File: src/rtl/out_fifo_wr_arbiter.sv
// -----------------------------------------------------------------------------
// out_fifo_wr_arbiter
//
// Write-side scheduler for one OUT_FIFO. NREQ requesters share the FIFO's
// 10-lane x 8-bit write port. Arbitration is round-robin, and a requester can
// lock the grant for a burst of up to MAX_BURST words. The block throttles on
// the FIFO FULL/ALMOSTFULL flags and drives a registered WREN and D bus. All
// logic runs in the FIFO write-clock domain.
//
// Optional feature macro: OUT_FIFO_WR_ARB_STALL_CNT_EN
//   defined   : STALL_CNT counts cycles with a pending request but no space
//               (16-bit, saturating).
//   undefined : STALL_CNT is tied to zero and no counter is built.
//
// Parameters
//   NREQ       number of requesters, 2..8
//   MAX_BURST  maximum words per locked burst, 1..16
//
// Ports
//   CLK         in   write clock (same net as OUT_FIFO WRCLK)
//   RESET       in   asynchronous active-high reset
//   REQ         in   [NREQ]      per-requester word valid
//   LOCK        in   [NREQ]      requester asks to hold the grant for a burst
//   LAST        in   [NREQ]      final word of the requester's burst
//   DIN         in   [NREQ*80]   requester i word at [80i+79:80i]
//   GNT         out  [NREQ]      one-hot grant; REQ[i]&GNT[i] = word accepted
//   FULL        in   OUT_FIFO FULL flag
//   ALMOSTFULL  in   OUT_FIFO ALMOSTFULL flag (ALMOST_FULL_VALUE=2)
//   WREN        out  registered FIFO write enable
//   D           out  [80] registered FIFO data, lane k at [8k+7:8k]
//   OWNER       out  [3]  index of the current / last granted requester
//   BUSY        out  high while a locked burst is in progress
//   OVF_ERR     out  sticky: WREN was high while FULL was high
//   STALL_CNT   out  [16] stall counter (see macro above)
// -----------------------------------------------------------------------------
module out_fifo_wr_arbiter #(
    parameter int NREQ      = 4,
    parameter int MAX_BURST = 8
) (
    input  logic                 CLK,
    input  logic                 RESET,
    input  logic [NREQ-1:0]      REQ,
    input  logic [NREQ-1:0]      LOCK,
    input  logic [NREQ-1:0]      LAST,
    input  logic [NREQ*80-1:0]   DIN,
    output logic [NREQ-1:0]      GNT,
    input  logic                 FULL,
    input  logic                 ALMOSTFULL,
    output logic                 WREN,
    output logic [79:0]          D,
    output logic [2:0]           OWNER,
    output logic                 BUSY,
    output logic                 OVF_ERR,
    output logic [15:0]          STALL_CNT
);

    typedef enum logic {
        ST_ARB   = 1'b0,
        ST_BURST = 1'b1
    } state_t;

    localparam logic [4:0]      MAX_CNT  = 5'(MAX_BURST);
    localparam bit              BURST_EN = (MAX_BURST > 1);
    localparam logic [NREQ-1:0] ONE_HOT0 = {{(NREQ-1){1'b0}}, 1'b1};

    // Index of the lowest set bit of a request vector.
    function automatic logic [2:0] first_idx(input logic [NREQ-1:0] vec);
        logic [2:0] idx;
        logic       found;
        idx   = 3'd0;
        found = 1'b0;
        for (int i = 0; i < NREQ; i++) begin
            if (!found && vec[i]) begin
                idx   = 3'(i);
                found = 1'b1;
            end else begin
                found = found;
            end
        end
        return idx;
    endfunction

    // Round-robin successor, wrapping NREQ-1 back to 0.
    function automatic logic [2:0] next_idx(input logic [2:0] i);
        return (i == 3'(NREQ - 1)) ? 3'd0 : (i + 3'd1);
    endfunction

    state_t            state_r;
    logic [2:0]        ptr_r;
    logic [2:0]        owner_r;
    logic [NREQ-1:0]   owner_oh_r;
    logic [4:0]        cnt_r;
    logic              wren_r;
    logic [79:0]       d_r;
    logic              busy_r;
    logic              ovf_r;

    logic              space_s;
    logic [NREQ-1:0]   mask_s;
    logic [NREQ-1:0]   req_hi_s;
    logic [NREQ-1:0]   gnt_s;
    logic [2:0]        win_s;
    logic              accept_s;
    logic              lock_s;
    logic              last_s;
    logic [79:0]       win_data_s;

    assign space_s = !FULL && !ALMOSTFULL;

    // Grant selection: owner-only during a burst, otherwise first request at
    // or after the round-robin pointer (requests above the pointer first,
    // then wrap to the bottom of the vector).
    always_comb begin
        mask_s   = '0;
        req_hi_s = '0;
        gnt_s    = '0;
        win_s    = 3'd0;
        for (int i = 0; i < NREQ; i++) begin
            mask_s[i] = (3'(i) >= ptr_r);
        end
        req_hi_s = REQ & mask_s;
        if (RESET || !space_s) begin
            gnt_s = '0;
            win_s = 3'd0;
        end else if (state_r == ST_BURST) begin
            gnt_s = REQ & owner_oh_r;
            win_s = owner_r;
        end else if (|req_hi_s) begin
            win_s = first_idx(req_hi_s);
            gnt_s = ONE_HOT0 << win_s;
        end else if (|REQ) begin
            win_s = first_idx(REQ);
            gnt_s = ONE_HOT0 << win_s;
        end else begin
            gnt_s = '0;
            win_s = 3'd0;
        end
    end

    // Winner's data word; grant is one-hot so a simple OR-mux suffices.
    always_comb begin
        win_data_s = 80'h0;
        for (int i = 0; i < NREQ; i++) begin
            if (gnt_s[i]) begin
                win_data_s = DIN[i*80 +: 80];
            end else begin
                win_data_s = win_data_s;
            end
        end
    end

    // Grants are only issued to requesting lanes, so any grant is an accept.
    assign accept_s = |gnt_s;
    assign lock_s   = |(LOCK & gnt_s);
    assign last_s   = |(LAST & gnt_s);

    // Arbiter FSM, write pipeline register and sticky overflow flag.
    always_ff @(posedge CLK or posedge RESET) begin
        if (RESET) begin
            state_r    <= ST_ARB;
            ptr_r      <= 3'd0;
            owner_r    <= 3'd0;
            owner_oh_r <= '0;
            cnt_r      <= 5'd0;
            wren_r     <= 1'b0;
            d_r        <= 80'h0;
            busy_r     <= 1'b0;
            ovf_r      <= 1'b0;
        end else begin
            wren_r <= accept_s;
            if (accept_s) begin
                d_r <= win_data_s;
            end else begin
                d_r <= d_r;
            end
            if (wren_r && FULL) begin
                ovf_r <= 1'b1;
            end else begin
                ovf_r <= ovf_r;
            end
            case (state_r)
                ST_ARB: begin
                    if (accept_s) begin
                        owner_r    <= win_s;
                        owner_oh_r <= gnt_s;
                        if (BURST_EN && lock_s && !last_s) begin
                            state_r <= ST_BURST;
                            busy_r  <= 1'b1;
                            cnt_r   <= 5'd1;
                        end else begin
                            ptr_r <= next_idx(win_s);
                        end
                    end else begin
                        state_r <= ST_ARB;
                    end
                end
                ST_BURST: begin
                    // LAST and hitting the burst limit together still give a
                    // single exit with one pointer advance.
                    if (accept_s) begin
                        if (last_s || ((cnt_r + 5'd1) >= MAX_CNT)) begin
                            state_r <= ST_ARB;
                            busy_r  <= 1'b0;
                            cnt_r   <= 5'd0;
                            ptr_r   <= next_idx(owner_r);
                        end else begin
                            cnt_r <= cnt_r + 5'd1;
                        end
                    end else begin
                        state_r <= ST_BURST;
                    end
                end
                default: begin
                    state_r <= ST_ARB;
                    busy_r  <= 1'b0;
                    cnt_r   <= 5'd0;
                end
            endcase
        end
    end

`ifdef OUT_FIFO_WR_ARB_STALL_CNT_EN
    logic [15:0] stall_r;

    // Saturating count of cycles where someone wants to write but cannot.
    always_ff @(posedge CLK or posedge RESET) begin
        if (RESET) begin
            stall_r <= 16'h0000;
        end else if (|REQ && !space_s && (stall_r != 16'hFFFF)) begin
            stall_r <= stall_r + 16'h0001;
        end else begin
            stall_r <= stall_r;
        end
    end

    assign STALL_CNT = stall_r;
`else
    assign STALL_CNT = 16'h0000;
`endif

    assign GNT     = gnt_s;
    assign WREN    = wren_r;
    assign D       = d_r;
    assign OWNER   = owner_r;
    assign BUSY    = busy_r;
    assign OVF_ERR = ovf_r;

endmodule

File: config.mk
export PLATFORM = sky130hd
export DESIGN_NAME = out_fifo_wr_arbiter
export DESIGN_NICKNAME = d
export VERILOG_FILES = /design/src/rtl/out_fifo_wr_arbiter.sv
export SDC_FILE = /design/constraint.sdc
export NUM_CORES = 1
export LEC_CHECK = 0
export ABC_CLOCK_PERIOD_IN_PS = 4800
export CAP_MARGIN = 10
export CORE_AREA = 4 4 172 174
export CTS_BUF_LIST = sky130_fd_sc_hd__clkbuf_8
export DETAILED_ROUTE_END_ITERATION = 7
export DIE_AREA = 0 0 176 178
export MAX_ROUTING_LAYER = met4
export PLACE_DENSITY_LB_ADDON = 0.25
export SLEW_MARGIN = 25
export SYNTH_ARGS = -nofsm -noshare
export SYNTH_HDL_FRONTEND = slang
export SYNTH_SLANG_ARGS = --single-unit
File: constraint.sdc
create_clock -name CLK -period 4.8 [get_ports CLK]
set_input_delay 0.72 -clock CLK [delete_from_list [all_inputs] [get_ports CLK]]
set_output_delay 0.72 -clock CLK [all_outputs]
set_load 0.1 [all_outputs]
# [Yosys cells after proc, flatten, opt, wreduce, memory -nomap -nowiden]
# Index checks and enable logic that the tools add are counted.
[totals] reg_bits=99 output_inout_bits=106 inputBits=336 elab_cells=135
[op_classes] n_eq_ne=7 order_cmp=5 shifts=2 n_addsub=3 muxes=74 bitwise_logic=5 reduce_logical=30
[ops] operator="80-bit two-way mux" n=4
[ops] operator="3-bit two-way mux" n=21
[ops] operator="1-bit two-way mux" n=37
[ops] operator="5-bit two-way mux" n=4
[ops] operator="4-bit OR reduction" n=5
[ops] operator="4-bit AND" n=4
[ops] operator="4-bit two-way mux" n=4
[ops] operator="1-bit zero test" n=10
[ops] operator="5-bit case mux with 2 select lines" n=1
[ops] operator="1-bit logical AND" n=9
[ops] operator="4-bit AND reduction" n=2
[ops] operator="1-bit by 3-bit left shift with 4-bit output (first input constant)" n=2
[ops] operator="3-bit by 1-bit adder with 3-bit output (second input constant)" n=2
[ops] operator="3-bit by 2-bit == test with 1-bit output (second input constant)" n=2
[ops] operator="1-bit by 3-bit greater-or-equal comparator with 1-bit output (first input constant)" n=2
[ops] operator="2-bit by 3-bit greater-or-equal comparator with 1-bit output (first input constant)" n=2
[ops] operator="2-bit inequality test (second input constant)" n=3
[ops] operator="3-bit case mux with 2 select lines" n=1
[ops] operator="5-bit by 1-bit adder with 5-bit output (second input constant)" n=1
[ops] operator="5-bit by 4-bit greater-or-equal comparator with 1-bit output (second input constant)" n=1
[ops] operator="2-bit by 1-bit inequality test with 1-bit output (second input constant)" n=2
[ops] operator="1-bit case mux with 2 select lines" n=2
[ops] operator="3-bit AND reduction" n=1
[ops] operator="1-bit logical OR" n=2
[ops] operator="other kinds (2)" n=2

# [Depth between registers and ports, before layout]
# Gate-level depths: netlist of run 1.
[depth] ltp_word=39 ltp_mapped=12 ltp_nobuf=10

# [Worst setup path after synthesis of run 1]
# OpenSTA, ideal clock, no wires.
[synth_path] path_type="input port to flip-flop" from="input ALMOSTFULL" to="register ptr_r[1]" t_arrival_ns=4.203 cell_stages=8 setup_time_ns=0.094 required_ns=4.706 n_path_buf=0 slack_ns=0.503 cell_sequence="nor3_1 -> o21ai_0 -> a31oi_1 -> nand2_1 -> o211ai_1 -> a21o_2 -> mux2_1 -> a221oi_2"
[synth_between] elab_chain_len=11 word_cells_on_any_way=25 cone_classes="add/sub: 1; eq/ne: 5; mux: 6; bitwise: 2; reduce/logical: 11"
[synth_rtl] item="from (decl)" line="48" rtl="input logic ALMOSTFULL,"
[synth_rtl] item="1-bit zero test (*)" line="108" rtl="assign space_s = !FULL && !ALMOSTFULL;"
[synth_rtl] item="1-bit logical AND (*)" line="108"
[synth_rtl] item="1-bit zero test (*)" line="122" rtl="if (RESET || !space_s) begin"
[synth_rtl] item="1-bit logical OR (*)" line="122"
[synth_rtl] item="4-bit two-way mux (*)" line="122"
[synth_rtl] item="named net GNT[0]" line="46" rtl="output logic [NREQ-1:0] GNT,"
[synth_rtl] item="4-bit AND" line="155" rtl="assign last_s = |(LAST & gnt_s);"
[synth_rtl] item="4-bit OR reduction" line="155"
[synth_rtl] item="1-bit zero test" line="186" rtl="if (BURST_EN && lock_s && !last_s) begin"
[synth_rtl] item="1-bit logical AND" line="186"
[synth_rtl] item="2-bit inequality test (no line)"
[synth_rtl] item="4-bit AND reduction (no line) (*)"
[synth_rtl] item="to (signal assigned)" line="191" rtl="ptr_r <= next_idx(win_s);"
[synth_rtl] item="to (signal assigned)" line="205" rtl="ptr_r <= next_idx(owner_r);"
[synth_rtl] item="to (decl)" line="89" rtl="logic [2:0] ptr_r;"
# The timed path passes the listed nets; every way through them passes the cells marked *. The select of a mux whose other input is x is not followed.
# A chain may end at the register's enable or synchronous reset.

# [Worst setup path after layout of run 1]
[layout_path] from="input REQ[2]" to="output GNT[2]"
[layout_between] elab_chain_len=18 word_cells_on_any_way=36 cone_classes="shift: 2; mux: 24; bitwise: 2; reduce/logical: 8"
[layout_rtl] item="from (decl)" line="42" rtl="input logic [NREQ-1:0] REQ,"
[layout_rtl] item="1-bit logical AND" line="73" rtl="if (!found && vec[i]) begin"
[layout_rtl] item="1-bit two-way mux" line="73"
[layout_rtl] item="1-bit two-way mux" line="131" rtl="end else if (|REQ) begin"
[layout_rtl] item="1-bit two-way mux" line="128" rtl="end else if (|req_hi_s) begin"
[layout_rtl] item="1-bit two-way mux" line="125" rtl="end else if (state_r == ST_BURST) begin"
[layout_rtl] item="1-bit two-way mux" line="122"
[layout_rtl] item="1-bit zero test" line="73"
[layout_rtl] item="1-bit logical AND" line="73"
[layout_rtl] item="[... 2 more ...]"
[layout_rtl] item="3-bit two-way mux" line="128"
[layout_rtl] item="3-bit two-way mux" line="125"
[layout_rtl] item="3-bit two-way mux" line="122"
[layout_rtl] item="1-bit by 3-bit left shift with 4-bit output" line="133" rtl="gnt_s = ONE_HOT0 << win_s;"
[layout_rtl] item="4-bit two-way mux" line="131"
[layout_rtl] item="4-bit two-way mux" line="128"
[layout_rtl] item="4-bit two-way mux (*)" line="125"
[layout_rtl] item="4-bit two-way mux (*)" line="122"
[layout_rtl] item="to (decl)" line="46"
# Mark *: on every way between the ends. The rest lies on a longest branch, timed or not. The select of a mux whose other input is x is not followed.

==> results.cfg, run 1 <==
[global_route]
grt_antenna_before_repair = 2
via_count_of_the_first_global_routing_pass = 7303
grt_max_degree = 81
met2_track_demand_over_resource_pct = 30.9
grt_first_pass_wirelength_mm = 43.9
total_routing_usage_reported_by_global_routing_pct = 18.6
met1_usage_pct = 22.3
met3_usage_grt_pct = 4.96
grt_most_used_layer = met2
sum_of_overflow_across_all_layers_after_global_routing = 0

[synthesis]
ys_seq_area_share_pct = 42.5
synth_cell_type_count = 52
ys_async_sr_fraction_pct = 100
synth.largest_area_cell = dfrtp_1
yosys-top-cells-area = dfrtp_1, o21ai_0, a221oi_1
yosysWarnings = 0
synth_top_area_share_pct = 42.5
synthFlopType = dfrtp_1
synth.ff_latch_count = 99
postSynthAreaPerCell_um2 = 9.25
synth_edf_count = 0
post_synth_inst_count = 630
synth.cell_area_um2 = 5830

[timing]
timing.final.crit_period_ps = 3940
timing.final.setup_violations = 0
tightest_slew_ps = 1070
timing_hold_violations_final = 0
holdWs_ps = 482
fmax_mhz = 254
timing.max_slew.rel_slack_pct = 28.5
clock_skew_ps = 18.5
grt_setup_unrepaired = false
period_share_pct = 82.0
tns_ps = 0
timing.final.max_slew_violations = 0

[clock_tree]
clock_tree.buffer_depth = 2
clk_pin_slew_worst_paths_ps = 100
cts-hold-fix-buffers = 0
cts-buffers-inserted = 9
post_cts_buffers = 0
cts_max_level = 3
cts_root_buf = clkbuf_8
cts.sink_count = 99
cts_tree = done
resized_cells_post_cts = 0
clk_latency_ps = 380

[run_status]
status = finished, final reports clean

[cells_and_area]
areaGrowthSynthToFinish_pct = 81.0
layout.area.seq_um2 = 2480
mostFrequentLayoutCells = clkdlybuf4s50_1, o21ai_0, dfrtp_1
multi_input_gate_area_in_the_final_layout_um2 = 2960
layout-drive-gt1-share_pct = 5.12
final_common_cell = clkdlybuf4s50_1
finish.net_count = 1351
final.fill_count = 2859

[floorplan]
die_w_um = 176
dieArea_um2 = 31300
io_pins = 442
initial_core_utilization_pct = 21.0
rows = 61
fp.dieH_um = 178
core_area_um2 = 27800

[critical_path]
worstRegToRegCells = 8
arrival_time_of_the_worst_setup_path_ps = 3220
kind_of_end_point_of_the_critical_path = output port
endpoint_required_time_on_the_critical_path_ps = 4080
worstReg2RegStart = ptr_r[1]$_DFFE_PP0P_
r2r_setup_slack_ps = 1690
critical_path.max_fanout = 44
timing.critical_path.from_type = input port
type_of_the_setup_path_with_the_least_slack = in -> out
reg2reg_to = D[4]$_DFFE_PP0P_

[drt]
firstDrtPassIters = 7
drt-wirelength-per-cell_um = 21.4
drt_iter0_drc = 394
drt_drc_violations_left = 0
ant_nets = 0
viasPerCell = 4.91
detailroute.via_count = 6854
wl_mm = 29.9

[pwr]
power_density_nw_per_um2 = 600
highest_ir_drop_seen_on_vdd_v = 0.000253
power_leakage_uw = 0.00409

[min_path]
worst_hold_path.num_cells = 1
hold_path.class = reg -> reg
worst_hold_path.endpoint = OVF_ERR$_DFFE_PP0P_
min-delay-start = OVF_ERR$_DFFE_PP0P_

[run]
maxCapViolations = 0

[place]
routabilityCongestion = 0.843
place.detailed.hpwl_mm = 22.3
buffer_ports.inserted = 425
[metal layers]
metal / part of all wire (%) / wire length [um]
met1: 40 / 12100
met2: 50 / 14800
met3: 7.8 / 2340
met4: 2.2 / 670
met5: 0 / 0
[area by class of cell]
class / instances / area share [%]
sequential: 99 / 23.5
multi-input combinational: 446 / 28.0
clock buffer: 9 / 1.17
inverter: 14 / 0.557
antenna: 2 / 0.0474
clock inverter: 6 / 0.628
tap: 378 / 4.48
timing repair buffer: 442 / 41.6
[critical path, cell delays in order]
cell and delay [ps]:
clkdlybuf4s50_1 610, o21bai_1 260, a21o_1 230, a2111oi_4 100, a211o_2 350, inv_2 190
buf_4 470, buf_12 240
[logic make-up after synthesis]
kind of cell / after synthesis / synth area share (%)
adders and majority gates: 3 / 0.644
and+or+nand+nor: 56 / 5.39
buffers and inverters: 100 / 8.00
other: 1 / 0.0643
xor gates and xnor gates: 1 / 0.150
DFF: 99 / 42.5
AOI/OAI and AO/OA: 364 / 42.2
muxes: 6 / 1.09
[Yosys cell counts, drive strengths merged, types with 2 or more instances]
master	n
a221oi	82
nand3	3
mux2i	3
and2	3
and3	6
a22oi	81
inv	14
nor2	12
o21ai	172
o211ai	2
nor3	8
a21o	3
clkbuf	57
nand2b	4
dfrtp	99
nand2	8
a31oi	2
nor2b	3
a32oi	2
o2bb2ai	2
a21oi	6
mux2	3
nor3b	2
buf	29
and3b	2
ha	3
[state kept, by name (all words and copies together) (netlist names), 3 cells and up]
signal / cells
D: 80
OWNER: 3
cnt_r: 5
owner_oh_r: 4
ptr_r: 3
[power by group]
group | total [uW] | internal (uW) | leakage [uW] | switching [uW]
Clock | 577 | 241 | 0.0000994 | 335
Combinational | 4350 | 1110 | 0.00277 | 3240
Sequential | 1400 | 1190 | 0.00122 | 213
Total | 6330 | 2540 | 0.00409 | 3790
[worst max-delay path by stage]
| stage | from | to | slack, ps | cells past startpoint |
|---|---|---|---|---|
| 2_1_floorplan | ALMOSTFULL | ptr_r[1]$_DFFE_PP0P_ | 500 | 8 |
| 3_3_place_gp | REQ[2] | D[73]$_DFFE_PP0P_ | 890 | 9 |
| 3_5_place_dp | REQ[2] | D[79]$_DFFE_PP0P_ | 800 | 9 |
| 4_1_cts | REQ[2] | GNT[2] | 880 | 8 |
| 5_1_grt | REQ[2] | GNT[2] | 760 | 8 |
| 6_report | REQ[2] | GNT[2] | 860 | 8 |
[metrics by stage]
step                cell area [um^2]  power, uW  cells  utilization (%)  worst slack, ps
finish                         10600       6330   1396             38.0              865
global route                   10600       6600   1396             38.0              757
CTS                            10500       6400   1394             38.0              881
detailed placement             10400       5790   1379             37.3              799
global placement               10400       5780   1379             37.3              893
floorplan                       5890       4520    645                -              503
Note: power is estimated with default switching activity, not from simulation.
==> run 2, diff against run 1 <==
--- a/config.mk
+++ b/config.mk
@@ -5,12 +5,12 @@
 export SDC_FILE = /design/constraint.sdc
 export NUM_CORES = 1
 export LEC_CHECK = 0
-export ABC_CLOCK_PERIOD_IN_PS = 4800
+export ABC_CLOCK_PERIOD_IN_PS = 4100
 export CAP_MARGIN = 10
-export CORE_AREA = 4 4 172 174
+export CORE_AREA = 4 4 169 171
 export CTS_BUF_LIST = sky130_fd_sc_hd__clkbuf_8
 export DETAILED_ROUTE_END_ITERATION = 7
-export DIE_AREA = 0 0 176 178
+export DIE_AREA = 0 0 173 175
 export MAX_ROUTING_LAYER = met4
 export PLACE_DENSITY_LB_ADDON = 0.25
 export SLEW_MARGIN = 25
==> constraint.sdc (replaced) <==
create_clock -name CLK -period 4.1 [get_ports CLK]
set_input_delay 0.615 -clock CLK [delete_from_list [all_inputs] [get_ports CLK]]
set_output_delay 0.615 -clock CLK [all_outputs]
set_load 0.1 [all_outputs]
==> results.cfg, run 2 (synthesis results as in run 1) <==
[timing]
fmax_mhz = 278
holdWs_ps = 462
tightest_slew_ps = 1080
timing.final.crit_period_ps = 3600
timing.final.max_slew_violations = 0
tns_ps = 0
clock_skew_ps = 24.5
grt_setup_unrepaired = false
timing.max_slew.rel_slack_pct = 27.6
timing.final.setup_violations = 0
period_share_pct = 87.8
timing_hold_violations_final = 0

[clock_tree]
cts_max_level = 3
clock_tree.buffer_depth = 2
resized_cells_post_cts = 0
cts_tree = done
clk_pin_slew_worst_paths_ps = 100
cts_root_buf = clkbuf_8
cts-buffers-inserted = 9
cts-hold-fix-buffers = 0
clk_latency_ps = 390
post_cts_buffers = 0
cts.sink_count = 99

[global_route]
grt_first_pass_wirelength_mm = 45.1
sum_of_overflow_across_all_layers_after_global_routing = 0
total_routing_usage_reported_by_global_routing_pct = 19.8
grt_max_degree = 81
via_count_of_the_first_global_routing_pass = 7146
grt_antenna_before_repair = 4

[critical_path]
endpoint_required_time_on_the_critical_path_ps = 3480
startpoint = REQ[2]
type_of_the_setup_path_with_the_least_slack = in -> out
cpMaxStageDelayCell = clkdlybuf4s50_1
arrival_time_of_the_worst_setup_path_ps = 2990
timing.critical_path.slowest_cell_delay_ps = 620
timing.critical_path.from_type = input port
critical_path.cell_chain = clkdlybuf4s50_1 > buf_4 > and4b_1 > a2111oi_4 > a211o_2 > inv_2 > buf_4 > buf_12
critical_path.max_fanout = 50
worstReg2RegStart = ptr_r[1]$_DFFE_PP0P_
worst_path_most_repeated_cell = buf_4
kind_of_end_point_of_the_critical_path = output port

[run]
maxCapViolations = 0

[cells_and_area]
layout-drive-gt1-share_pct = 5.77
multi_input_gate_area_in_the_final_layout_um2 = 2960
final_common_cell = clkdlybuf4s50_1
areaGrowthSynthToFinish_pct = 82.2
largest_register_ffs = 80
final.fill_count = 2724
finish.net_count = 1356
final_area_um2 = 10600
mostFrequentLayoutCells = clkdlybuf4s50_1, o21ai_0, dfrtp_1
layout.area.seq_um2 = 2480

[pwr]
clock_power_share_pct = 9.5
sw_frac_of_total_pct = 59.6
power_leakage_uw = 0.00413
pwr-share-comb_pct = 68.4
pwr-share-seq_pct = 22.0
power_density_nw_per_um2 = 706
highest_ir_drop_seen_on_vdd_v = 0.000242
internal_pwr_total_uw = 3030
switchingPower_uw = 4470
power_uw = 7500

[place]
place.detailed.hpwl_mm = 23.3
buffer_ports.inserted = 425
detailed_place.area_um2 = 10400
routabilityCongestion = 0.875

[min_path]
hold_path.class = reg -> reg
min-delay-start = OVF_ERR$_DFFE_PP0P_

[drt]
viasPerCell = 5.03
drt-wirelength-per-cell_um = 22.4
drt_drc_violations_left = 0
ant_nets = 0
wl_mm = 30.7
drt_iter0_drc = 401
firstDrtPassIters = 5
detailroute.via_count = 6871

[run_status]
status = finished, final reports clean

[floorplan]
fp.dieH_um = 175
io_pins = 442
initial_core_utilization_pct = 21.7
dieArea_um2 = 30300
rows = 60
die_w_um = 173
core_area_um2 = 26900
[run 2: changes by cell type in the layout (fill, tap and decap cells not counted), sizes merged]
cell      change
clkinv        -2
diode         +2
clkinvlp      +1
clkbuf        +2
buf           +5
[run 2: routing by layer]
metal	global-route usage, %	routed length (um)	vias to the layer above
met1	22.9	12000	3294
met3	5.41	2200	39
met5	-	0	-
li1	-	-	3253
met4	6.15	746	0
met2	33.5	15800	285
[run 2: path summary, 6_finish.rpt]
check,end,slack [ps],depth (start not counted)
max,GNT[2],500,8
min,OVF_ERR$_DFFE_PP0P_,460,1
max reg2reg,D[14]$_DFFE_PP0P_,950,9
min reg2reg,OVF_ERR$_DFFE_PP0P_,460,1
max in group asynchronous,D[25]$_DFFE_PP0P_,2570,3
min in group asynchronous,owner_oh_r[0]$_DFFE_PP0P_,800,2
[run 2: critical path: cells and delay by family]
family | cells | cell delay, ps
compound gates | 2 | 420
buf+inv | 5 | 1680
simple gates | 1 | 240
[run 2: power by group through the flow]
stage                     logic (uW)  registers [uW]  clock network (uW)
after floorplan                  853            4450                   0
after CTS                       5180            1650                 739
after detailed placement        5170            1670                   0
after global placement          5170            1660                   0
final                           5140            1650                 716
after global routing            5310            1710                 782
[run 2: through the flow]
step	std cells	utilization, %	setup slack (ps)
after CTS	1363	39.5	487
after detailed placement	1347	38.7	354
after floorplan	645	-	572
after global routing	1367	39.5	400
final	1367	39.5	500
after global placement	1346	38.6	85.4
[run 2: layout make-up]
type                       count  share of cell area (%)
clock buffer                  11                    1.43
antenna                        4                  0.0942
clock inverter                 5                   0.565
inverter                      14                   0.530
timing repair buffer         447                    42.2
sequential                    99                    23.3
multi-input combinational    446                    27.9
tap                          341                    4.02
==> run 3, diff against run 2 <==
--- a/config.mk
+++ b/config.mk
@@ -5,7 +5,7 @@
 export SDC_FILE = /design/constraint.sdc
 export NUM_CORES = 1
 export LEC_CHECK = 0
-export ABC_CLOCK_PERIOD_IN_PS = 4100
+export ABC_CLOCK_PERIOD_IN_PS = 3900
 export CAP_MARGIN = 10
 export CORE_AREA = 4 4 169 171
 export CTS_BUF_LIST = sky130_fd_sc_hd__clkbuf_8
==> constraint.sdc (replaced) <==
create_clock -name CLK -period 3.9 [get_ports CLK]
set_input_delay 0.585 -clock CLK [delete_from_list [all_inputs] [get_ports CLK]]
set_output_delay 0.585 -clock CLK [all_outputs]
set_load 0.1 [all_outputs]
==> results.cfg, run 3 (synthesis results as in run 1) <==
[floorplan]
rows = 60
fp.dieH_um = 175
dieArea_um2 = 30300
core_area_um2 = 26900
die_w_um = 173
io_pins = 442
initial_core_utilization_pct = 21.7

[place]
buffer_ports.inserted = 425
routabilityCongestion = 0.853
dp_cells = 1342
pre_cts_slack_ps = 240
place.detailed.hpwl_mm = 23.0
detailed_place.area_um2 = 10400

[global_route]
grt_first_pass_wirelength_mm = 43.8
via_count_of_the_first_global_routing_pass = 6927
grt_max_degree = 82
grt_antenna_before_repair = 0
sum_of_overflow_across_all_layers_after_global_routing = 0
total_routing_usage_reported_by_global_routing_pct = 19.1

[pwr]
power_leakage_uw = 0.00410
power_density_nw_per_um2 = 738
highest_ir_drop_seen_on_vdd_v = 0.000234

[cells_and_area]
finalCoreUtilization_pct = 39.4
finish.net_count = 1351
final_area_um2 = 10600
largest_register_ffs = 80
final.fill_count = 2724
final_common_cell = clkdlybuf4s50_1
mostFrequentLayoutCells = clkdlybuf4s50_1, o21ai_0, dfrtp_1
layout-drive-gt1-share_pct = 5.31
areaGrowthSynthToFinish_pct = 81.5
count_of_antenna_diodes_in_the_layout = 0
finalNonFillerCells = 1358

[timing]
tns_ps = 0
timing.final.crit_period_ps = 3730
timing.final.max_slew_violations = 0
timing_hold_violations_final = 0
grt_setup_unrepaired = false
tightest_slew_ps = 1080
clock_skew_ps = 18.1
timing.final.setup_violations = 0
timing.max_slew.rel_slack_pct = 28.1
period_share_pct = 95.6
fin_ws_ps = 171
fmax_mhz = 268

[clock_tree]
clock_tree.buffer_depth = 2
clk_latency_ps = 390
resized_cells_post_cts = 0
cts_root_buf = clkbuf_8
post_cts_buffers = 0
cts-buffers-inserted = 9
cts_max_level = 3
cts-hold-fix-buffers = 0
cts.sink_count = 99
clk_pin_slew_worst_paths_ps = 110
cts_tree = done

[drt]
drt_iter0_drc = 381
drt_drc_violations_left = 0
detailroute.via_count = 6841
ant_nets = 0
viasPerCell = 5.04
wl_mm = 30.0
drt-wirelength-per-cell_um = 22.1
firstDrtPassIters = 5

[critical_path]
arrival_time_of_the_worst_setup_path_ps = 3140
timing.critical_path.buf_inv = 4
timing.critical_path.slowest_cell_delay_ps = 790
worstReg2RegStart = ptr_r[2]$_DFFE_PP0P_
critical_path.max_fanout = 81
cpMaxStageDelayCell = buf_4
startpoint = REQ[2]
worst_path_dominant_cell_family = buffers and inverters
timing.critical_path.from_type = input port
type_of_the_setup_path_with_the_least_slack = in -> out
endpoint_required_time_on_the_critical_path_ps = 3310
critical_path.cell_chain = clkdlybuf4s50_1 > o21bai_1 > a311o_1 > o2111ai_4 > clkinv_2 > buf_4 > buf_12
kind_of_end_point_of_the_critical_path = output port

[min_path]
hold_path.class = reg -> reg
min-delay-start = OVF_ERR$_DFFE_PP0P_

[run_status]
status = finished, final reports clean

[run]
maxCapViolations = 0
==> run 3: cell count changes in the layout (fill, tap and decap cells not counted), sizes merged <==
| cell | before | now |
|---|---|---|
| clkbuf | 11 | 10 |
| diode | 4 | 0 |
| clkinv | 3 | 2 |
| bufinv | 1 | 0 |
| inv | 14 | 17 |
| buf | 27 | 22 |
==> run 3: final timing paths <==
check | slack (ps) | to | cells past startpoint
min in group asynchronous | 640 | WREN$_DFF_PP0_ | 2
min reg2reg | 490 | OVF_ERR$_DFFE_PP0P_ | 1
min | 490 | OVF_ERR$_DFFE_PP0P_ | 1
max in group asynchronous | 2460 | D[31]$_DFFE_PP0P_ | 3
max reg2reg | 960 | ptr_r[2]$_DFFE_PP0P_ | 10
max | 170 | GNT[3] | 7
==> run 3: worst register-to-register path, stage by stage, from the launching register on <==
cell and delay, ps:
dfrtp_1 530, nor2_1 230, and3b_1 230, a2111oi_4 360, a211o_2 200, inv_2 80, nor4_4 470, buf_4 420
nor3_1 90, mux2i_1 140, o2bb2ai_1 70
==> run 3: routing by layer <==
metal / part of all wire [%] / vias to the layer above / wire (um) / track usage [%]
li1: - / 3236 / - / -
met5: 0 / - / 0 / -
met4: 1.3 / 0 / 382 / 3.92
met3: 5.8 / 18 / 1750 / 3.83
met1: 40 / 3322 / 12100 / 22.7
met2: 52 / 265 / 15700 / 33.6
==> run 3: final cells by class <==
type                       count  area [um^2]  area share, %
inverter                      14         56.3          0.532
clock inverter                 6         53.8          0.508
tap                          341          427           4.03
multi-input combinational    446         2960           28.0
clock buffer                  10          138           1.30
timing repair buffer         442         4470           42.2
sequential                    99         2480           23.4
==> run 3: stage by stage <==
step,hold WS (ps),power (uW)
floorplan,456,5570
global placement,444,7150
detailed placement,485,7170
CTS,512,7900
global route,534,8120
finish,495,7810
==> run 3: where the power goes <==
group | switching, uW | internal (uW)
combinational | 4000 | 1390
sequential | 264 | 1460
clock | 431 | 263
